===== src/rtl/alu_control_pipe.sv =====
// Registered valid/ready ALU control decoder for the RV32I core (EMPTY/FULL/BUSY stage).
// Define ALU_CTRL_M_EXT_EN to add RV32M decode and the multi-cycle divide/remainder hold.
module alu_control_pipe #(
  parameter int CTRL_W     = 4,
  parameter int DIV_CYCLES = 32
) (
  input  logic              clk,
  input  logic              rst,
  input  logic              flush,
  input  logic              in_valid,
  output logic              in_ready,
  input  logic [1:0]        ALUOp,
  input  logic              op5,
  input  logic [2:0]        funct3,
  input  logic              funct7_5,
  input  logic              funct7_0,
  output logic              out_valid,
  input  logic              out_ready,
  output logic [CTRL_W-1:0] ALUControl,
  output logic              illegal
);

  if (CTRL_W < 4) begin : g_ctrl_w_chk
    $error("alu_control_pipe: CTRL_W must be at least 4");
  end
  if (DIV_CYCLES < 2) begin : g_div_cycles_chk
    $error("alu_control_pipe: DIV_CYCLES must be at least 2");
  end

  localparam logic [3:0] OP_ADD  = 4'b0000;
  localparam logic [3:0] OP_SUB  = 4'b0001;
  localparam logic [3:0] OP_AND  = 4'b0010;
  localparam logic [3:0] OP_OR   = 4'b0011;
  localparam logic [3:0] OP_XOR  = 4'b0100;
  localparam logic [3:0] OP_SLT  = 4'b0101;
  localparam logic [3:0] OP_SLTU = 4'b0110;
  localparam logic [3:0] OP_SLL  = 4'b0111;
  localparam logic [3:0] OP_SRL  = 4'b1000;
  localparam logic [3:0] OP_SRA  = 4'b1001;
`ifdef ALU_CTRL_M_EXT_EN
  localparam logic [3:0] OP_MUL  = 4'b1010;
  localparam logic [3:0] OP_MULH = 4'b1011;
  localparam logic [3:0] OP_DIV  = 4'b1100;
  localparam logic [3:0] OP_DIVU = 4'b1101;
  localparam logic [3:0] OP_REM  = 4'b1110;
  localparam logic [3:0] OP_REMU = 4'b1111;

  localparam int               CNT_W    = $clog2(DIV_CYCLES);
  localparam logic [CNT_W-1:0] CNT_INIT = CNT_W'(DIV_CYCLES - 2);
`endif

  typedef enum logic [1:0] {
    EMPTY = 2'd0,
    FULL  = 2'd1
`ifdef ALU_CTRL_M_EXT_EN
    ,
    BUSY  = 2'd2
`endif
  } state_t;

  state_t     state_q, state_d;
  logic       rdy_en;
  logic       accept;
  logic [3:0] dec_code;
  logic       dec_ill;
  logic [3:0] ctrl_p1;
  logic       ill_p1;
`ifdef ALU_CTRL_M_EXT_EN
  logic             dec_div;
  logic [CNT_W-1:0] cnt_q, cnt_d;
`endif

  // Decode (stage p0, combinational on the request fields)
  always_comb begin
    dec_code = OP_ADD;
    dec_ill  = 1'b0;
`ifdef ALU_CTRL_M_EXT_EN
    dec_div  = 1'b0;
`endif
    case (ALUOp)
      2'b00: dec_code = OP_ADD;
      2'b01: dec_code = OP_SUB;
      2'b11: begin
        dec_code = OP_ADD;
        dec_ill  = 1'b1;
      end
      default: begin
        case (funct3)
          3'b000:  dec_code = (op5 && funct7_5) ? OP_SUB : OP_ADD;
          3'b001:  dec_code = OP_SLL;
          3'b010:  dec_code = OP_SLT;
          3'b011:  dec_code = OP_SLTU;
          3'b100:  dec_code = OP_XOR;
          3'b101:  dec_code = funct7_5 ? OP_SRA : OP_SRL;
          3'b110:  dec_code = OP_OR;
          default: dec_code = OP_AND;
        endcase
        if (op5 && funct7_0) begin
`ifdef ALU_CTRL_M_EXT_EN
          case (funct3)
            3'b000:  dec_code = OP_MUL;
            3'b001,
            3'b010,
            3'b011:  dec_code = OP_MULH;
            3'b100:  dec_code = OP_DIV;
            3'b101:  dec_code = OP_DIVU;
            3'b110:  dec_code = OP_REM;
            default: dec_code = OP_REMU;
          endcase
          dec_div = funct3[2];
`else
          dec_ill = 1'b1;
`endif
        end
      end
    endcase
  end

  assign accept = in_valid & in_ready;

  // Handshake FSM; out_valid comes from registered state only
  always_comb begin
    state_d   = state_q;
    in_ready  = 1'b0;
    out_valid = 1'b0;
`ifdef ALU_CTRL_M_EXT_EN
    cnt_d     = cnt_q;
`endif
    case (state_q)
      EMPTY: begin
        in_ready = rdy_en & ~flush;
        if (accept) begin
          state_d = FULL;
`ifdef ALU_CTRL_M_EXT_EN
          if (dec_div) begin
            state_d = BUSY;
            cnt_d   = CNT_INIT;
          end
`endif
        end
      end
      FULL: begin
        out_valid = 1'b1;
        in_ready  = out_ready & ~flush;
        if (out_ready) begin
          state_d = accept ? FULL : EMPTY;
`ifdef ALU_CTRL_M_EXT_EN
          if (accept && dec_div) begin
            state_d = BUSY;
            cnt_d   = CNT_INIT;
          end
`endif
        end
      end
`ifdef ALU_CTRL_M_EXT_EN
      BUSY: begin
        if (cnt_q == '0) state_d = FULL;
        else             cnt_d   = cnt_q - CNT_W'(1);
      end
`endif
      default: state_d = EMPTY;
    endcase
    if (flush) state_d = EMPTY;
  end

  // Stage p1: state and output register
  always_ff @(posedge clk or negedge rst) begin
    if (!rst) begin
      state_q <= EMPTY;
      rdy_en  <= 1'b0;
      ctrl_p1 <= '0;
      ill_p1  <= 1'b0;
`ifdef ALU_CTRL_M_EXT_EN
      cnt_q   <= '0;
`endif
    end else begin
      state_q <= state_d;
      rdy_en  <= 1'b1;
`ifdef ALU_CTRL_M_EXT_EN
      cnt_q   <= cnt_d;
`endif
      if (accept) begin
        ctrl_p1 <= dec_code;
        ill_p1  <= dec_ill;
      end
    end
  end

  assign ALUControl = CTRL_W'(ctrl_p1);
  assign illegal    = ill_p1;

endmodule


===== config.mk =====
export PLATFORM = sky130hd
export DESIGN_NAME = alu_control_pipe
export DESIGN_NICKNAME = d
export VERILOG_FILES = /design/src/rtl/alu_control_pipe.sv
export SDC_FILE = /design/constraint.sdc
export NUM_CORES = 1
export LEC_CHECK = 0
export BUFFER_PORTS_ARGS = -buffer_cell sky130_fd_sc_hd__buf_2
export CAP_MARGIN = 20
export CORE_MARGIN = 4
export CORE_UTILIZATION = 30
export DETAILED_ROUTE_END_ITERATION = 16
export GPL_ROUTABILITY_DRIVEN = 0
export GPL_TIMING_DRIVEN = 0
export PLACE_DENSITY = 0.62
export SYNTH_ARGS = -nofsm -noshare
export SYNTH_HDL_FRONTEND = slang
export SYNTH_SLANG_ARGS = --single-unit

===== constraint.sdc =====
create_clock -name clk -period 1 [get_ports clk]
set_input_delay 0.2 -clock clk [delete_from_list [all_inputs] [get_ports clk]]
set_output_delay 0.2 -clock clk [all_outputs]
set_load 0.02 [all_outputs]

==> results of run 1 <==
-- cells by family (layout without fill, tap and decap cells) --
family	Yosys count	after routing	share of synthesized area
buffers and inverters	1	30	0.00928
AOI/OAI and AO/OA	12	12	0.257
and+or+nand+nor	12	13	0.207
muxes	2	2	0.0619
xor gates and xnor gates	1	1	0.0217
DFF	7	7	0.433
other	1	1	0.00928
-- cell type report --
type,instances,area (sq um),share of cell area
clock buffers,4,26.3,0.0382
inverters,1,3.75,0.00545
multi-input cells,29,278,0.404
flip-flops and latches,7,176,0.256
well taps,14,17.5,0.0255
repair buffers,25,186,0.271
-- state kept, by name, summed over array words and instances, names as in the netlist --
name and flops:
rdy_en 1, ALUControl 4, state_q 1, illegal 1
-- placed cells by master (no fill, tap or decap), drive strengths merged, types with 3 or more instances in the layout --
master  instances
a21oi           6
buf            24
clkbuf          4
dfrtp           7
nand2           8
o31ai           3
-- metal layers --
metal,share of wire,GRT usage,vias to the layer above,routed length (um)
met5,0,0,-,0
met4,0,0.0181,0,0
met3,0.11,0.0757,0,107
met2,0.48,0.195,18,478
met1,0.41,0.152,161,413
li1,-,-,189,-
-- per-stage QoR --
step,cells,util
3_3_place_gp,69,0.455
6_report,80,0.580
4_1_cts,82,0.582
5_1_grt,80,0.580
3_5_place_dp,69,0.455
2_1_floorplan,36,-
-- worst paths after layout --
check,cells after the start,endpoint,slack (ns),from
max,3,in_ready,-0.41,state_q[0]
max reg2reg,5,ALUControl[3],-0.19,state_q[0]
min,2,state_q[0],0.16,flush
min in group asynchronous,2,ALUControl[0],0.31,rst
min reg2reg,2,ALUControl[3],0.50,ALUControl[3]
max in group asynchronous,2,state_q[0],0.52,rst
-- repair_timing --
item | CTS | global route
gates cloned | 1 | 0
buffers inserted | 7 | 0
endpoints found under the hold margin | 7 | 0
hold buffers | 1 | 0
gates resized for setup | 13 | 7
endpoints found under the setup margin | 11 | 13
pin swaps | 1 | 0
-- power by group --
group	internal, uW	total, uW	switching, uW
combinational	151	291	140
sequential	312	334	22.2
clock	153	261	109
total	615	886	271
==> flow_metrics.env, run 1 <==
export IMPL_grt_start_max_net_pins=8
export IMPL_max_stage_delay_ns=0.41
export IMPL_port_buffers=19
export IMPL_layout_min_cycle_time_ns=1.41
export IMPL_power_uw=886
export IMPL_dpl_cell_area_sq_um=539
export IMPL_clock_sinks=7
export IMPL_cp_slowest_cell="dfrtp_2"
export IMPL_path_delay_family="flip-flops"
export IMPL_grt_pass1_wl_um=1760
export IMPL_violations="negative setup slack"
export IMPL_hold_worst_slack_ns=0.157
export IMPL_yosys_warnings=0
export IMPL_fin_tns_setup_ns=-1.63
export IMPL_setup_ws_ns=-0.414
export IMPL_wl_per_cell_um=12.5
export IMPL_path_cells="mux2_4, nor2b_4, buf_6"
export IMPL_die_x_um=44.7
export IMPL_cts_root_buf="clkbuf_4"
export IMPL_rows=12
export IMPL_clkLatencyLatePin_ns=0.25
export IMPL_worstPathMaxFanout=2
export IMPL_setup_viol=9
export IMPL_ios=20
export IMPL_cp_end_kind="primary output"
export IMPL_grt_usage=0.126
export IMPL_yosysUniqueCellTypes=19
export IMPL_worstSetupPathType="flip-flop to primary output"
export IMPL_synth_ff_type="dfrtp_1"
export IMPL_startpoint_type="flip-flop"
export IMPL_rsz0062_at_grt="yes"
export IMPL_clkTransAtPathRegs_ns=0.05
export IMPL_cts_buffer_depth=2
export IMPL_grt_overflow_total=0
export IMPL_hp_class="primary input to flip-flop"
export IMPL_dpl_hpwl_um=684
export IMPL_syn2layout_area_growth_pct=70.3
export IMPL_syn_cell_area_sq_um=404
export IMPL_syn_nets=49
export IMPL_status="finished with violations"
export IMPL_avgSynthCellArea_sq_um=11.2
export IMPL_final_area_sq_um=688
export IMPL_ys_seq_area_frac=0.433
export IMPL_crit_required_ns=0.80
export IMPL_cts_tree="done"
export IMPL_first_global_vias=392
export IMPL_post_place_ws_ns=-0.218
export IMPL_yosys_top_cells_area="dfrtp_1, o31ai_2, nand2_1"
export IMPL_vias_per_cell=4.60
export IMPL_diodes=0
export IMPL_ctsHtreeMaxLevel=1
export IMPL_die_area_sq_um=2000
export IMPL_antenna_found_initial=0
export IMPL_ir_drop_v=0.000758
export IMPL_finalClockSkew_ns=0.000231
export IMPL_synth_seq_cells=7
export IMPL_routed_wl_um=999
export IMPL_final_nets=80
export IMPL_fin_crit_sh=1.41
export IMPL_synth_most_common_cell="dfrtp_1"
export IMPL_worstPathBufferInverterCount=1
export IMPL_synth_top_cell_by_area="dfrtp_1"
export IMPL_max_freq_mhz=707
export IMPL_die_y_um=44.7
export IMPL_leakagePower_uw=0.000323
export IMPL_synth_top_area_share=0.433
export IMPL_fillerInstances=100
export IMPL_antenna_left=0
export IMPL_synth_common_cells="dfrtp_1, nand2_1, a21oi_1"
export IMPL_async_flop_share=1.00
export IMPL_maxCapViolations=0
export IMPL_drc=0
export IMPL_initial_core_util=0.341
export IMPL_cts_buffers=3
export IMPL_slew_viol_final=0
export IMPL_drive_above_1_share=0.697
export IMPL_power_density_nw_per_um2=1290
export IMPL_drtIter0Drc=3
export IMPL_synth_edf_count=0
export IMPL_arrival_ns=1.21
export IMPL_core_area_sq_um=1190
export IMPL_num_vias=368
export IMPL_finalHoldViolCount=0
export IMPL_firstDrtPassIters=2
export IMPL_syn_inst=36
(Power assumes the default switching activity.)
==> run 2, diff against run 1 <==
- CORE_AREA: default -> 4 4 41 43
- CORE_MARGIN: 4 -> default
- CORE_UTILIZATION: 30 -> default
- DIE_AREA: default -> 0 0 45 47
- PLACE_DENSITY: 0.62 -> 0.63
==> run 2 against run 1 <==
  * The run still ends with negative setup slack left
  * Maximum frequency rose by 1.1%
  * Non-clock buffer count increased by 4
  * Setup slack improved by 0.016 ns
  * Utilization shrank 2.4 points
  * Die area rose by 5.8%
  * Routed wire length is 1.3% lower
  * Final area grew 5.1%
  * Critical path type unchanged
  * Critical endpoint unchanged
  * Largest cell class unchanged
==> flow_metrics.env, run 2 (same netlist as run 1, synthesis figures left out) <==
export IMPL_rsz0062_at_grt="yes"
export IMPL_path_cells="mux2_4, nor2b_4, buf_6"
export IMPL_crit_required_ns=0.80
export IMPL_cp_slowest_cell="dfrtp_2"
export IMPL_cts_buffers=3
export IMPL_drc=0
export IMPL_ios=20
export IMPL_max_freq_mhz=715
export IMPL_cp_end_kind="primary output"
export IMPL_leakagePower_uw=0.000345
export IMPL_die_y_um=47
export IMPL_finalClockSkew_ns=0.00543
export IMPL_cts_root_buf="clkbuf_4"
export IMPL_final_common_cell="buf_2"
export IMPL_initial_core_util=0.311
export IMPL_firstDrtPassIters=2
export IMPL_layout_min_cycle_time_ns=1.40
export IMPL_finalHoldViolCount=0
export IMPL_first_global_vias=379
export IMPL_vias_per_cell=4.35
export IMPL_ctsHtreeMaxLevel=1
export IMPL_port_buffers=19
export IMPL_setup_ws_ns=-0.398
export IMPL_final_area_sq_um=723
export IMPL_final_cell_mix="buf_2, buf_6, buf_4"
export IMPL_drtIter0Drc=3
export IMPL_largest_register_ff_count=4
export IMPL_syn2layout_area_growth_pct=78.9
export IMPL_wl_per_cell_um=11.6
export IMPL_antenna_found_initial=0
export IMPL_arrival_ns=1.20
export IMPL_fin_util=0.556
export IMPL_clkLatencyLatePin_ns=0.25
export IMPL_fin_tns_setup_ns=-1.73
export IMPL_rows=13
export IMPL_final_nets=84
export IMPL_core_area_sq_um=1300
export IMPL_dpl_hpwl_um=668
export IMPL_clock_sinks=7
export IMPL_grt_start_max_net_pins=8
export IMPL_worstPathBufferInverterCount=1
export IMPL_diodes=0
export IMPL_antenna_left=0
export IMPL_routed_wl_um=986
export IMPL_worstPathMaxFanout=2
export IMPL_hp_class="primary input to flip-flop"
export IMPL_grt_overflow_total=0
export IMPL_die_x_um=45
export IMPL_post_place_ws_ns=-0.214
export IMPL_grt_pass1_wl_um=1520
export IMPL_slew_viol_final=0
export IMPL_power_density_nw_per_um2=1250
export IMPL_grt_usage=0.0994
export IMPL_maxCapViolations=0
export IMPL_drive_above_1_share=0.714
export IMPL_path_delay_family="flip-flops"
export IMPL_cts_tree="done"
export IMPL_violations="negative setup slack"
export IMPL_num_vias=370
export IMPL_cts_buffer_depth=2
export IMPL_ir_drop_v=0.000629
export IMPL_setup_viol=8
export IMPL_worstSetupPathType="flip-flop to primary output"
export IMPL_fin_crit_sh=1.40
export IMPL_dpl_cell_area_sq_um=541
export IMPL_clkTransAtPathRegs_ns=0.05
export IMPL_max_stage_delay_ns=0.41
export IMPL_hold_worst_slack_ns=0.167
export IMPL_status="finished with violations"
export IMPL_die_area_sq_um=2120
export IMPL_startpoint_type="flip-flop"
## run 2: cell count changes in the layout (fill, tap and decap cells not counted), sizes merged
| cell | delta |
|---|---|
| buf | +4 |
## run 2: final cells by class
type | count | area, sq um
Timing Repair Buffer | 29 | 220
Multi-Input combinational cell | 29 | 278
Tap cell | 15 | 18.8
Clock buffer | 4 | 26.3
Sequential cell | 7 | 176
Fill cell | 132 | 578
Inverter | 1 | 3.75
## run 2: what timing repair did
action                     in CTS  in global routing
pin swaps                       1                  0
setup endpoints to repair      10                 13
resized for setup               8                 10
hold endpoints to repair        7                  0
buffers inserted                5                  5
hold buffers                    1                  0
gates cloned                    1                  0
## run 2: final timing paths
path                            cells after the start           from  slack [ns]             to
worst max-delay path                                3     state_q[0]       -0.40       in_ready
min in group asynchronous                           2            rst        0.34  ALUControl[2]
worst min register to register                      2  ALUControl[3]        0.50  ALUControl[3]
worst max register to register                      5     state_q[0]       -0.19  ALUControl[0]
worst min-delay path                                2          flush        0.17     state_q[0]
max in group asynchronous                           2            rst        0.48     state_q[0]
## run 2: layer usage
layer,global-route usage,up-vias,part of all wire
li1,-,194,-
met1,0.107,169,0.37
met2,0.189,7,0.58
met3,0.0230,0,0.048
met4,0.0351,0,0
met5,0,-,0
## run 2: power by group
group | leakage [uW] | internal (uW) | switching, uW
registers | 0.0000889 | 311 | 23.2
clock network | 0.0000150 | 152 | 103
logic | 0.000241 | 168 | 143
## run 2: metrics by stage
stage | power [uW] | std cells
2_1_floorplan | 459 | 36
3_3_place_gp | 537 | 70
3_5_place_dp | 539 | 70
4_1_cts | 848 | 81
5_1_grt | 953 | 85
6_report | 901 | 85
==> run 3, diff against run 2 <==
- CELL_PAD_IN_SITES_DETAIL_PLACEMENT: default -> 0
- CELL_PAD_IN_SITES_GLOBAL_PLACEMENT: default -> 2
- CORE_AREA: 4 4 41 43 -> default
- CORE_MARGIN: default -> 4
- CORE_UTILIZATION: default -> 22
- DIE_AREA: 0 0 45 47 -> default
- PLACE_DENSITY: 0.63 -> 0.74
==> run 3 against run 2 <==
  * The flow still finishes with violations (negative setup slack)
  * Sequential power shrank 1%
  * Routed wire length increased by 0.91%
  * First-iteration DRC count rose by 33%
  * Non-clock buffer count decreased by 1
  * Largest cell class unchanged
  * Largest power group unchanged
  * Highest routed layer is now met4
==> flow_metrics.env, run 3 (same netlist as run 1, synthesis figures left out) <==
export IMPL_leakagePower_uw=0.000340
export IMPL_finalHoldViolCount=0
export IMPL_clock_sinks=7
export IMPL_grt_overflow_total=0
export IMPL_worstPathMaxFanout=2
export IMPL_num_vias=386
export IMPL_combPwrFrac=0.350
export IMPL_setup_ws_ns=-0.400
export IMPL_initial_core_util=0.234
export IMPL_final_cell_mix="buf_2, buf_6, buf_4"
export IMPL_clkTransAtPathRegs_ns=0.05
export IMPL_final_area_sq_um=732
export IMPL_slew_viol_final=0
export IMPL_cts_root_buf="clkbuf_4"
export IMPL_final_common_cell="buf_2"
export IMPL_startpoint_type="flip-flop"
export IMPL_layout_cells_non_filler=94
export IMPL_grt_start_max_net_pins=8
export IMPL_fin_tns_setup_ns=-2.12
export IMPL_syn2layout_area_growth_pct=81.1
export IMPL_violations="negative setup slack"
export IMPL_wl_per_cell_um=10.6
export IMPL_arrival_ns=1.20
export IMPL_die_x_um=50.9
export IMPL_cts_buffers=3
export IMPL_maxCapViolations=0
export IMPL_final_nets=83
export IMPL_max_freq_mhz=715
export IMPL_p_sw_uw=263
export IMPL_clkLatencyLatePin_ns=0.25
export IMPL_ios=20
export IMPL_diodes=0
export IMPL_layout_min_cycle_time_ns=1.40
export IMPL_grt_usage=0.0777
export IMPL_routed_wl_um=995
export IMPL_drive_above_1_share=0.710
export IMPL_cts_tree="done"
export IMPL_antenna_found_initial=0
export IMPL_clockPowerShare=0.279
export IMPL_die_area_sq_um=2590
export IMPL_crit_required_ns=0.80
export IMPL_min_to="state_q[0]"
export IMPL_drtIter0Drc=4
export IMPL_grt_pass1_wl_um=1450
export IMPL_finalClockSkew_ns=0.00193
export IMPL_r2r_start="state_q[0]"
export IMPL_setup_viol=8
export IMPL_rsz0062_at_grt="yes"
export IMPL_hp_class="primary input to flip-flop"
export IMPL_worstSetupPathType="flip-flop to primary output"
export IMPL_first_global_vias=355
export IMPL_cts_buffer_depth=2
export IMPL_ctsHtreeMaxLevel=1
export IMPL_fin_crit_sh=1.40
export IMPL_r2r_end="ALUControl[0]"
export IMPL_dpl_cell_area_sq_um=553
export IMPL_fillerInstances=177
export IMPL_rrSetupSlack_ns=-0.27
export IMPL_status="finished with violations"
export IMPL_holdCritStartpoint="flush"
export IMPL_dp_cells=80
export IMPL_rows=15
export IMPL_core_area_sq_um=1730
export IMPL_p_int_uw=629
export IMPL_ir_drop_v=0.000529
export IMPL_power_density_nw_per_um2=1220
export IMPL_fin_util=0.424
export IMPL_drc=0
export IMPL_cp_end_kind="primary output"
export IMPL_whs_path_depth=2
export IMPL_die_y_um=50.9
export IMPL_firstDrtPassIters=2
export IMPL_vias_per_cell=4.11
export IMPL_sw_frac_of_total=0.295
export IMPL_port_buffers=19
export IMPL_r2r_cells=6
export IMPL_antenna_left=0
export IMPL_seqPwrFrac=0.371
export IMPL_largest_register_ff_count=4
-- run 3: cell types whose count changed in the layout (fill, tap and decap cells not counted) --
cell / before / now
buf_8: 0 / 1
buf_4: 8 / 7
buf_6: 8 / 7
-- run 3: timing repair --
action	CTS	global route
resized for setup	9	10
endpoints found under the setup margin	11	12
hold buffers	1	0
pin swaps	1	0
cloned	1	0
hold endpoints to repair	7	0
buffers inserted	5	3
-- run 3: metrics by stage --
step | worst slack, ns | power [uW] | hold slack [ns]
after floorplan | -0.144 | 459 | -0.0956
after global placement | -0.212 | 538 | 0.0385
after detailed placement | -0.216 | 540 | 0.0433
after CTS | -0.402 | 851 | 0.151
after global routing | -0.434 | 945 | 0.164
final | -0.400 | 892 | 0.160
-- run 3: area by class of cell --
class / count / area [sq um] / area share
Clock buffer: 4 / 26.3 / 0.0359
Timing Repair Buffer: 28 / 216 / 0.296
Sequential cell: 7 / 176 / 0.241
Multi-Input combinational cell: 29 / 278 / 0.379
Inverter: 1 / 3.75 / 0.00513
Tap cell: 25 / 31.3 / 0.0427
-- run 3: worst max-delay path by stage --
| stage | start | end | slack, ns | cells after the start |
|---|---|---|---|---|
| after global placement | state_q[0] | in_ready | -0.21 | 3 |
| after detailed placement | state_q[0] | in_ready | -0.22 | 3 |
| after global routing | state_q[0] | in_ready | -0.43 | 3 |
| final | state_q[0] | in_ready | -0.40 | 3 |
| after floorplan | state_q[0] | in_ready | -0.14 | 2 |
| after CTS | state_q[0] | in_ready | -0.40 | 3 |
-- run 3: per-layer routing --
| metal | up-vias | wire, um | track usage | share of wire |
|---|---|---|---|---|
| met5 | - | 0 | 0 | 0 |
| met4 | 0 | 6 | 0.0135 | 0.0060 |
| met3 | 2 | 71 | 0.0437 | 0.071 |
| met2 | 16 | 502 | 0.122 | 0.50 |
| met1 | 174 | 414 | 0.0939 | 0.42 |
| li1 | 194 | - | - | - |
-- run 3: critical path, stage by stage, from the launching register on --
cell and delay, ns:
dfrtp_2 0.40, mux2_4 0.30, nor2b_4 0.13, buf_6 0.12
-- run 3: power by group through the flow --
stage / Clock (uW) / Sequential [uW] / Combinational (uW)
2_1_floorplan: 0 / 365 / 94.1
3_3_place_gp: 0 / 332 / 206
3_5_place_dp: 0 / 333 / 207
4_1_cts: 260 / 329 / 262
5_1_grt: 277 / 334 / 333
6_report: 249 / 331 / 312
